[config.mk]
export PLATFORM = sky130hd
export DESIGN_NAME = digit_scan_ctrl_flat
export DESIGN_NICKNAME = d
export VERILOG_FILES = /design/src/rtl/digit_scan_ctrl_if.sv /design/src/rtl/digit_scan_ctrl.sv /design/src/flat_wrapper.sv
export SDC_FILE = /design/constraint.sdc
export NUM_CORES = 1
export LEC_CHECK = 0
export ABC_AREA = 1
export CELL_PAD_IN_SITES_DETAIL_PLACEMENT = 2
export CELL_PAD_IN_SITES_GLOBAL_PLACEMENT = 2
export CORE_MARGIN = 3
export CORE_UTILIZATION = 30
export DETAILED_ROUTE_END_ITERATION = 8
export PLACE_DENSITY = 0.82
export RECOVER_POWER = 100
export SLEW_MARGIN = 20
export SYNTH_ARGS = -nofsm -noshare
export SYNTH_HDL_FRONTEND = slang
export SYNTH_SLANG_ARGS = --single-unit
[constraint.sdc]
create_clock -name clk -period 2.05 [get_ports clk]
set_input_delay 0.3075 -clock clk [delete_from_list [all_inputs] [get_ports clk]]
set_output_delay 0.3075 -clock clk [all_outputs]
set_load 0.005 [all_outputs]
[src/rtl/digit_scan_ctrl_if.sv]
// Scan-request / decoder-drive bundle between a scan master and digit_scan_ctrl.
// The master drives run and digit_mask; the controller returns sel, en and slot_start.
interface digit_scan_ctrl_if;
    logic       run;
    logic [3:0] digit_mask;
    logic [1:0] sel;
    logic       en;
    logic       slot_start;

    modport master (
        output run,
        output digit_mask,
        input  sel,
        input  en,
        input  slot_start
    );

    modport slave (
        input  run,
        input  digit_mask,
        output sel,
        output en,
        output slot_start
    );
endinterface

[src/rtl/digit_scan_ctrl.sv]
// Time-multiplexed scan sequencer driving a 2-to-4 decoder (sel/en), one blanked slot per channel.
// Define DIGIT_SCAN_SKIP_EN to skip channels whose mask bit is clear instead of giving them a dark slot.
module digit_scan_ctrl #(
    parameter int TICK_DIV  = 1000,
    parameter int BLANK_CYC = 4
) (
    input  logic               clk,
    input  logic               rst_n,
    digit_scan_ctrl_if.slave   bus
);

    localparam int             CW         = (TICK_DIV > 1) ? $clog2(TICK_DIV) : 1;
    localparam logic [CW-1:0]  CNT_LAST   = CW'(TICK_DIV - 1);
    localparam logic [CW-1:0]  CNT_BLANK  = CW'(BLANK_CYC);
    localparam bit             BLANK_NONE = (BLANK_CYC == 0);

    typedef enum logic [1:0] {
        ST_IDLE  = 2'd0,
        ST_BLANK = 2'd1,
        ST_DRIVE = 2'd2
    } state_t;

    state_t          state_q, state_d;
    logic [CW-1:0]   cnt_q, cnt_d;
    logic [1:0]      sel_q, sel_d;
    logic [3:0]      mask_q, mask_d;
    logic            en_q, en_d;
    logic            slot_start_q, slot_start_d;
    logic            resume_q, resume_d;
    logic            begin_slot;
    logic [3:0]      search_m;

    // Cyclic search for the next allowed channel, starting at cur+1 and ending at cur itself.
    function automatic logic [1:0] next_chan(input logic [1:0] cur, input logic [3:0] m);
        logic [1:0] idx;
        logic [1:0] nxt;
        nxt = cur;
        for (int i = 4; i >= 1; i--) begin
            idx = cur + 2'(i);
            if (m[idx]) begin
                nxt = idx;
            end else begin
                nxt = nxt;
            end
        end
        return nxt;
    endfunction

`ifdef DIGIT_SCAN_SKIP_EN
    assign search_m = bus.digit_mask;
`else
    assign search_m = 4'b1111;
`endif

    // Next-state, counter, channel selection and registered-output precomputation.
    always_comb begin
        state_d      = state_q;
        cnt_d        = cnt_q;
        sel_d        = sel_q;
        mask_d       = mask_q;
        resume_d     = resume_q;
        en_d         = 1'b0;
        slot_start_d = 1'b0;
        begin_slot   = 1'b0;

        if (!bus.run) begin
            state_d = ST_IDLE;
            cnt_d   = '0;
            // An interrupted scan restarts at the channel after the one that was cut off.
            if (state_q != ST_IDLE) begin
                resume_d = 1'b1;
            end else begin
                resume_d = resume_q;
            end
        end else begin
            case (state_q)
                ST_IDLE: begin
                    if (bus.digit_mask != 4'b0000) begin
                        mask_d     = bus.digit_mask;
                        sel_d      = next_chan(resume_q ? sel_q : 2'd3, search_m);
                        begin_slot = 1'b1;
                    end else begin
                        state_d = ST_IDLE;
                    end
                end
                ST_BLANK, ST_DRIVE: begin
                    if (cnt_q == CNT_LAST) begin
                        mask_d = bus.digit_mask;
                        if (bus.digit_mask == 4'b0000) begin
                            state_d  = ST_IDLE;
                            cnt_d    = '0;
                            resume_d = 1'b0;
                        end else begin
                            sel_d      = next_chan(sel_q, search_m);
                            begin_slot = 1'b1;
                        end
                    end else begin
                        cnt_d = cnt_q + CW'(1);
                        if (cnt_d == CNT_BLANK) begin
                            state_d = ST_DRIVE;
                        end else begin
                            state_d = state_q;
                        end
                        en_d = (state_d == ST_DRIVE) && mask_q[sel_q];
                    end
                end
                default: begin
                    state_d = ST_IDLE;
                    cnt_d   = '0;
                end
            endcase
        end

        if (begin_slot) begin
            cnt_d        = '0;
            slot_start_d = 1'b1;
            resume_d     = 1'b0;
            state_d      = BLANK_NONE ? ST_DRIVE : ST_BLANK;
            en_d         = BLANK_NONE && mask_d[sel_d];
        end else begin
            slot_start_d = 1'b0;
        end
    end

    // State and output registers; reset clears everything asynchronously.
    always_ff @(posedge clk or negedge rst_n) begin
        if (!rst_n) begin
            state_q      <= ST_IDLE;
            cnt_q        <= '0;
            sel_q        <= 2'd0;
            mask_q       <= 4'b0000;
            en_q         <= 1'b0;
            slot_start_q <= 1'b0;
            resume_q     <= 1'b0;
        end else begin
            state_q      <= state_d;
            cnt_q        <= cnt_d;
            sel_q        <= sel_d;
            mask_q       <= mask_d;
            en_q         <= en_d;
            slot_start_q <= slot_start_d;
            resume_q     <= resume_d;
        end
    end

    assign bus.sel        = sel_q;
    assign bus.en         = en_q;
    assign bus.slot_start = slot_start_q;

endmodule

[src/flat_wrapper.sv]
// flat-port wrapper written by rule: the top's interface ports become plain ports
module digit_scan_ctrl_flat 
#(
    parameter int TICK_DIV  = 1000,
    parameter int BLANK_CYC = 4
)
  (clk, rst_n, bus_run, bus_digit_mask, bus_sel, bus_en, bus_slot_start);
  digit_scan_ctrl_if bus_i ();
  input  logic clk;
  input  logic rst_n;
  input wire logic [$bits(bus_i.run)-1:0] bus_run;
  input wire logic [$bits(bus_i.digit_mask)-1:0] bus_digit_mask;
  output wire logic [$bits(bus_i.sel)-1:0] bus_sel;
  output wire logic [$bits(bus_i.en)-1:0] bus_en;
  output wire logic [$bits(bus_i.slot_start)-1:0] bus_slot_start;
  assign bus_i.run = bus_run;
  assign bus_i.digit_mask = bus_digit_mask;
  assign bus_sel = bus_i.sel;
  assign bus_en = bus_i.en;
  assign bus_slot_start = bus_i.slot_start;
  digit_scan_ctrl #(.TICK_DIV(TICK_DIV), .BLANK_CYC(BLANK_CYC)) u_core (.clk(clk), .rst_n(rst_n), .bus(bus_i));
endmodule
==> flow_summary.yaml, run 1 <==
hold_path:
  min_path_type: "reg -> reg"
  min_from: "u_core.mask_q[2]$_DFFE_PN0P_"
  whs_path_depth: 2
  min_to: "u_core.mask_q[2]$_DFFE_PN0P_"
critical_path:
  start_kind: "register"
  reg2reg_depth: 10
  cp.arrival_ps: 1960
  cpPeakStageDelay_ps: 410
  rr_startpoint: "u_core.cnt_q[1]$_DFFE_PN0P_"
  critPathKind: "reg -> reg"
  cp_common_cell: "nand2_1"
  timing.rr.end: "u_core.cnt_q[2]$_DFFE_PN0P_"
  worst-r2r-setup-slack_ps: 230
  crit_path_top_delay_cell: "dfrtp_1"
  path_cells: "ha_1 -> nand2_1 -> nor2_2 -> nand3_2 -> o21ai_4 -> nand2_1 -> nand2_2 -> nor2_4 -> nand2_1 -> o21ai_0"
  path_max_fanout: 9
  worstSetupEndpointType: "register"
  cp.required_ps: 2190
cells_and_area:
  mostFrequentLayoutCell: "nand2_1"
  synthToLayoutAreaGrowth_pct: 15.0
  instances_no_fill: 242
  insertedDiodeCount: 0
  num-nets-final: 203
  final_cell_mix: "nand2_1, inv_1, dfrtp_1, nor2_1, nand3_1"
  drive_above_1_share: 0.109
  fillers: 500
pwr:
  peakVddDrop_uv: 240
  powerDensity_mw_per_mm2: 777
  power.leakage_nw: 0.746
floorplanning:
  floorplan.initialDensity: 0.318
  ios: 11
  core.rowCount: 23
  chipHeight_um: 71.9
  die_area_sq_mm: 0.00516
  coreArea_sq_mm: 0.00409
  die_x_um: 71.9
drt:
  vias: 1179
  ant_nets: 0
  drtIter0Drc: 30
  drc_errors: 0
  drt_wl_total_um: 3630
  wl_per_cell_um: 15.0
  via_per_inst: 4.87
  first_pass_iters: 3
run_status:
  status: "finished, final reports clean"
timing:
  max_freq_ghz: 0.550
  post-route-min-period_ps: 1820
  layout_setup_ws_ps: 233
  min_period_over_period: 0.886
  worst_slew_pin_slew_ps: 1210
  fin_tns_setup_ps: 0
  slew-limit-headroom: 0.195
  setup_viol: 0
  hold_viol: 0
  rsz0062_at_grt: "no"
  clock_skew_ps: 4.20
  drv_slew: 0
clock_tree:
  tritoncts: "built"
  clk_latency_ps: 260
  cts.sinks: 21
  cts_buffer_depth: 2
  post_cts_buffers: 0
  ctsRootBufferMaster: "clkbuf_8"
  cts_hold_buf: 0
  htreeDepth: 1
  ctsResizeCount: 0
  cts_made_buffers: 3
  clk_pin_slew_ps: 80
yosys:
  ys_types: 24
  synthCells: 176
  ys.warnings.count: 0
  syn_avg_cell_area_sq_um: 7.39
  synth-seq-cells: 21
  synth_nets: 186
  syn_area_sq_mm: 0.00130
  seq_area_frac_synth: 0.404
place:
  place_hpwl_um: 2930
  place_ws_ps: 102
  place_inst: 238
  numPortBuffers: 10
  place.gp.congestion: 0.784
grt:
  grt_pass1_vias: 1307
  grt_overflow: 0
  grt.total_usage: 0.158
  antenna_found_initial: 0
  grt_pass1_wl_um: 6410
  grt_start_max_net_pins: 22
flow_run:
  drv_cap: 0
==> cell type report <==
type	count	area, sq um	share of cell area
sequential	21	526	0.351
clock buffer	3	41.3	0.0276
tap	50	62.6	0.0418
inverter	30	113	0.0753
clock inverter	1	5.00	0.00334
timing repair buffer	13	119	0.0794
multi-input combinational	124	631	0.421
==> routing by layer <==
layer / routed length [um] / GRT usage / vias up
met3: 51 / 0.0266 / 4
li1: - / - / 584
met4: 38 / 0.0459 / 0
met2: 1760 / 0.257 / 7
met5: 0 / 0 / -
met1: 1780 / 0.216 / 584
==> worst max-delay path: cells and delay by family (launching register included) <==
kind,cells,cell delay (ps)
compound gates,2,270
fa+ha+maj,1,250
flops,1,410
simple gates,7,760
==> Yosys cell counts <==
| library cell | count | area [sq um] |
|---|---|---|
| nand2_1 | 48 | 180 |
| inv_2 | 3 | 11.3 |
| nand3_1 | 12 | 60.1 |
| nand3b_1 | 1 | 7.51 |
| o211ai_1 | 1 | 7.51 |
| o21ai_1 | 3 | 15.0 |
| nand2_2 | 5 | 31.3 |
| a31oi_1 | 1 | 6.26 |
| inv_1 | 27 | 101 |
| nand4_1 | 2 | 12.5 |
| o21ai_0 | 6 | 30.0 |
| nor3_1 | 1 | 5.00 |
| buf_6 | 1 | 11.3 |
| o21ai_2 | 8 | 70.1 |
| xor2_1 | 3 | 26.3 |
| nor2_2 | 3 | 18.8 |
| nand3_2 | 1 | 10.0 |
| o22ai_1 | 2 | 12.5 |
| ha_1 | 3 | 37.5 |
| a21oi_1 | 3 | 15.0 |
| nor2_4 | 2 | 22.5 |
| o21ai_4 | 1 | 16.3 |
| dfrtp_1 | 21 | 526 |
| nor2_1 | 18 | 67.6 |
==> stage by stage <==
| step | total power, mW | util | hold WS [ps] | cell area [sq um] |
|---|---|---|---|---|
| after global routing | 1.26 | 0.366 | 512 | 1500 |
| after CTS | 1.20 | 0.372 | 405 | 1520 |
| final | 1.16 | 0.366 | 474 | 1500 |
| after global placement | 0.891 | 0.361 | 452 | 1480 |
| after floorplan | 0.767 | - | 11.9 | 1300 |
| after detailed placement | 0.917 | 0.361 | 462 | 1480 |
==> kinds of logic after synthesis <==
logic type,count (synthesis),synth area share
AND/OR/NAND/NOR,93,0.319
XOR/XNOR,3,0.0202
buffers and inverters,31,0.0952
adder cells (fa/ha/maj),3,0.0288
flip-flops,21,0.404
AO/OA/AOI/OAI,25,0.133
==> worst max path at each step <==
| stage | start | endpoint | slack (ps) | cells after the start |
|---|---|---|---|---|
| 2_1_floorplan | u_core.cnt_q[1]$_DFFE_PN0P_ | u_core.cnt_q[4]$_DFFE_PN0P_ | 550 | 9 |
| 3_3_place_gp | bus_digit_mask[1] | u_core.cnt_q[4]$_DFFE_PN0P_ | 210 | 8 |
| 3_5_place_dp | bus_run | u_core.cnt_q[7]$_DFFE_PN0P_ | 100 | 11 |
| 4_1_cts | u_core.cnt_q[1]$_DFFE_PN0P_ | u_core.cnt_q[8]$_DFFE_PN0P_ | 240 | 10 |
| 5_1_grt | u_core.cnt_q[1]$_DFFE_PN0P_ | u_core.bus.sel[1]$_DFFE_PN0P_ | 30 | 10 |
| 6_report | u_core.cnt_q[1]$_DFFE_PN0P_ | u_core.cnt_q[2]$_DFFE_PN0P_ | 230 | 10 |
==> registers in the layout (all words and copies together), names as in the netlist <==
register               cells
u_core.bus.en              1
u_core.bus.sel             2
u_core.bus.slot_start      1
u_core.cnt_q              10
u_core.mask_q              4
u_core.resume_q            1
u_core.state_q             2
==> power by group <==
group | internal [mW] | switching, mW
Combinational | 0.138 | 0.208
Clock | 0.135 | 0.143
Sequential | 0.480 | 0.0578
Power figures use the tool's default switching activity.
==> run 2: changes to the inputs <==
DONT_BUFFER_PORTS = 1   (was default)
GPL_TIMING_DRIVEN = 0   (was default)
PLACE_DENSITY = 0.77   (was 0.82)
REMOVE_ABC_BUFFERS = 1   (was default)
==> run 2 against run 1 <==
Net effect:
- flip-flop and latch count unchanged
- first-iteration DRC count increased by 53%
- wire length decreased by 2.9%
- cell count decreased by 4.5%
- design area decreased by 5.8%
- largest power group unchanged
==> flow_summary.yaml, run 2 (same netlist as run 1, synthesis figures left out) <==
critical_path:
  cp.required_ps: 2210
  path_max_fanout: 11
  cp_common_cell: "nor2_2"
  worst-r2r-setup-slack_ps: 110
  critPathKind: "reg -> reg"
  start_kind: "register"
  cpPeakStageDelay_ps: 410
  crit_path_top_delay_cell: "dfrtp_1"
  cp.arrival_ps: 2110
  timing.rr.end: "u_core.cnt_q[7]$_DFFE_PN0P_"
  rr_startpoint: "u_core.cnt_q[1]$_DFFE_PN0P_"
  path_cells: "ha_2 -> nand2_2 -> nor2_2 -> nand3_2 -> o21ai_4 -> nand2_4 -> inv_2 -> nor2_2 -> nand2_1 -> o21ai_2"
  worstSetupEndpointType: "register"
  reg2reg_depth: 10
drt:
  vias: 1128
  drtIter0Drc: 46
  drt_wl_total_um: 3520
  ant_nets: 0
  wl_per_cell_um: 15.3
  first_pass_iters: 4
  via_per_inst: 4.88
  drc_errors: 0
floorplanning:
  floorplan.initialDensity: 0.318
  chipHeight_um: 71.9
  die_area_sq_mm: 0.00516
  die_x_um: 71.9
  core.rowCount: 23
  coreArea_sq_mm: 0.00409
  ios: 11
pwr:
  powerDensity_mw_per_mm2: 806
  p_seq_frac: 0.481
  p_int_uw: 721
  peakVddDrop_uv: 261
  clkPwrFrac: 0.251
  switchingPower_uw: 416
  combPwrFrac: 0.268
  p_sw_frac: 0.366
  power.leakage_nw: 0.700
timing:
  max_freq_ghz: 0.514
  hold_viol: 0
  post-route-min-period_ps: 1940
  drv_slew: 0
  layout_setup_ws_ps: 106
  min_period_over_period: 0.948
  setup_viol: 0
  slew-limit-headroom: 0.207
  rsz0062_at_grt: "no"
  fin_tns_setup_ps: 0
  worst_slew_pin_slew_ps: 1190
  clock_skew_ps: 4.03
clock_tree:
  cts.sinks: 21
  ctsRootBufferMaster: "clkbuf_8"
  clk_pin_slew_ps: 80
  tritoncts: "built"
  htreeDepth: 1
  post_cts_buffers: 0
  clk_latency_ps: 270
  cts_buffer_depth: 2
  cts_made_buffers: 3
grt:
  top_usage_layer: "met2"
  use_met2: 0.265
  antenna_found_initial: 0
  grt_pass1_vias: 1246
  grt_start_max_net_pins: 22
  grt.total_usage: 0.151
  grtUsageMet1: 0.185
  grt_pass1_wl_um: 5950
  met3_usage: 0.0224
  grt_overflow: 0
place:
  place.gp.congestion: 0.766
  place_area_sq_mm: 0.00135
  place_ws_ps: -39.3
  place_hpwl_um: 2770
  numPortBuffers: 0
cells_and_area:
  largest_reg_flops: 10
  drive_above_1_share: 0.138
  synthToLayoutAreaGrowth_pct: 8.37
  mostFrequentLayoutCell: "nand2_1"
  fin_area_sq_mm: 0.00141
  top_register: "u_core.cnt_q"
  fillers: 497
  insertedDiodeCount: 0
  largestRegisters: "u_core.cnt_q: 10 flops, u_core.mask_q: 4 flops"
  final_cell_mix: "nand2_1, inv_1, dfrtp_1, nor2_1, nand3_1"
  num-nets-final: 192
hold_path:
  min_to: "u_core.mask_q[2]$_DFFE_PN0P_"
  min_path_type: "in -> reg"
  min_from: "bus_digit_mask[2]"
  whs_path_depth: 2
flow_run:
  drv_cap: 0
run_status:
  status: "finished, final reports clean"
==> run 2: timing repair <==
item,in CTS,in global routing
setup endpoints to repair,11,9
hold endpoints to repair,21,0
hold buffers,1,0
gates cloned,0,1
pin swaps,0,1
resized for setup,1,1
==> run 2: power by group through the flow <==
stage	Combinational (mW)	Clock [mW]	Sequential (mW)
after CTS	0.313	0.297	0.549
after floorplan	0.231	0	0.532
after global placement	0.279	0	0.550
final	0.304	0.285	0.547
after detailed placement	0.297	0	0.558
after global routing	0.352	0.319	0.558
==> run 2: metrics by stage <==
stage	hold WS, ps	instances	power, mW	util
2_1_floorplan	11.9	175	0.762	-
3_3_place_gp	12.6	225	0.829	0.331
3_5_place_dp	12.9	225	0.855	0.331
4_1_cts	153	230	1.16	0.346
5_1_grt	179	231	1.23	0.345
6_report	158	231	1.14	0.345
==> run 2: worst max path at each step <==
stage / start / to / slack, ps / cells after the start
after global routing: u_core.state_q[0]$_DFFE_PN0P_ / u_core.cnt_q[9]$_DFFE_PN0P_ / 2 / 10
after global placement: u_core.cnt_q[1]$_DFFE_PN0P_ / u_core.cnt_q[6]$_DFFE_PN0P_ / 60 / 10
final: u_core.cnt_q[1]$_DFFE_PN0P_ / u_core.cnt_q[7]$_DFFE_PN0P_ / 110 / 10
after CTS: u_core.cnt_q[1]$_DFFE_PN0P_ / u_core.cnt_q[6]$_DFFE_PN0P_ / 50 / 10
after floorplan: u_core.state_q[0]$_DFFE_PN0P_ / u_core.cnt_q[0]$_DFFE_PN0P_ / 400 / 10
after detailed placement: u_core.cnt_q[1]$_DFFE_PN0P_ / u_core.cnt_q[6]$_DFFE_PN0P_ / -40 / 10
==> run 2: area by class of cell <==
class / instances / area [sq um] / area share
multi-input cells: 125 / 661 / 0.469
inverters: 30 / 113 / 0.0799
clock buffers: 4 / 45.0 / 0.0319
flip-flops and latches: 21 / 526 / 0.373
repair buffers: 1 / 3.75 / 0.00266
well taps: 50 / 62.6 / 0.0444
==> run 2: metal layers <==
layer,vias to the layer above,routed length (um)
li1,561,-
met5,-,0
met2,8,1800
met3,5,55
met4,0,56
met1,554,1610
==> run 2: worst max-delay path, delay by kind of cell, from the launching register on <==
family,cells,cell delay [ps]
AND/OR/NAND/NOR,6,720
AO/OA/AOI/OAI,2,250
buffers and inverters,1,180
flip-flops,1,410
adder cells (fa/ha/maj),1,260
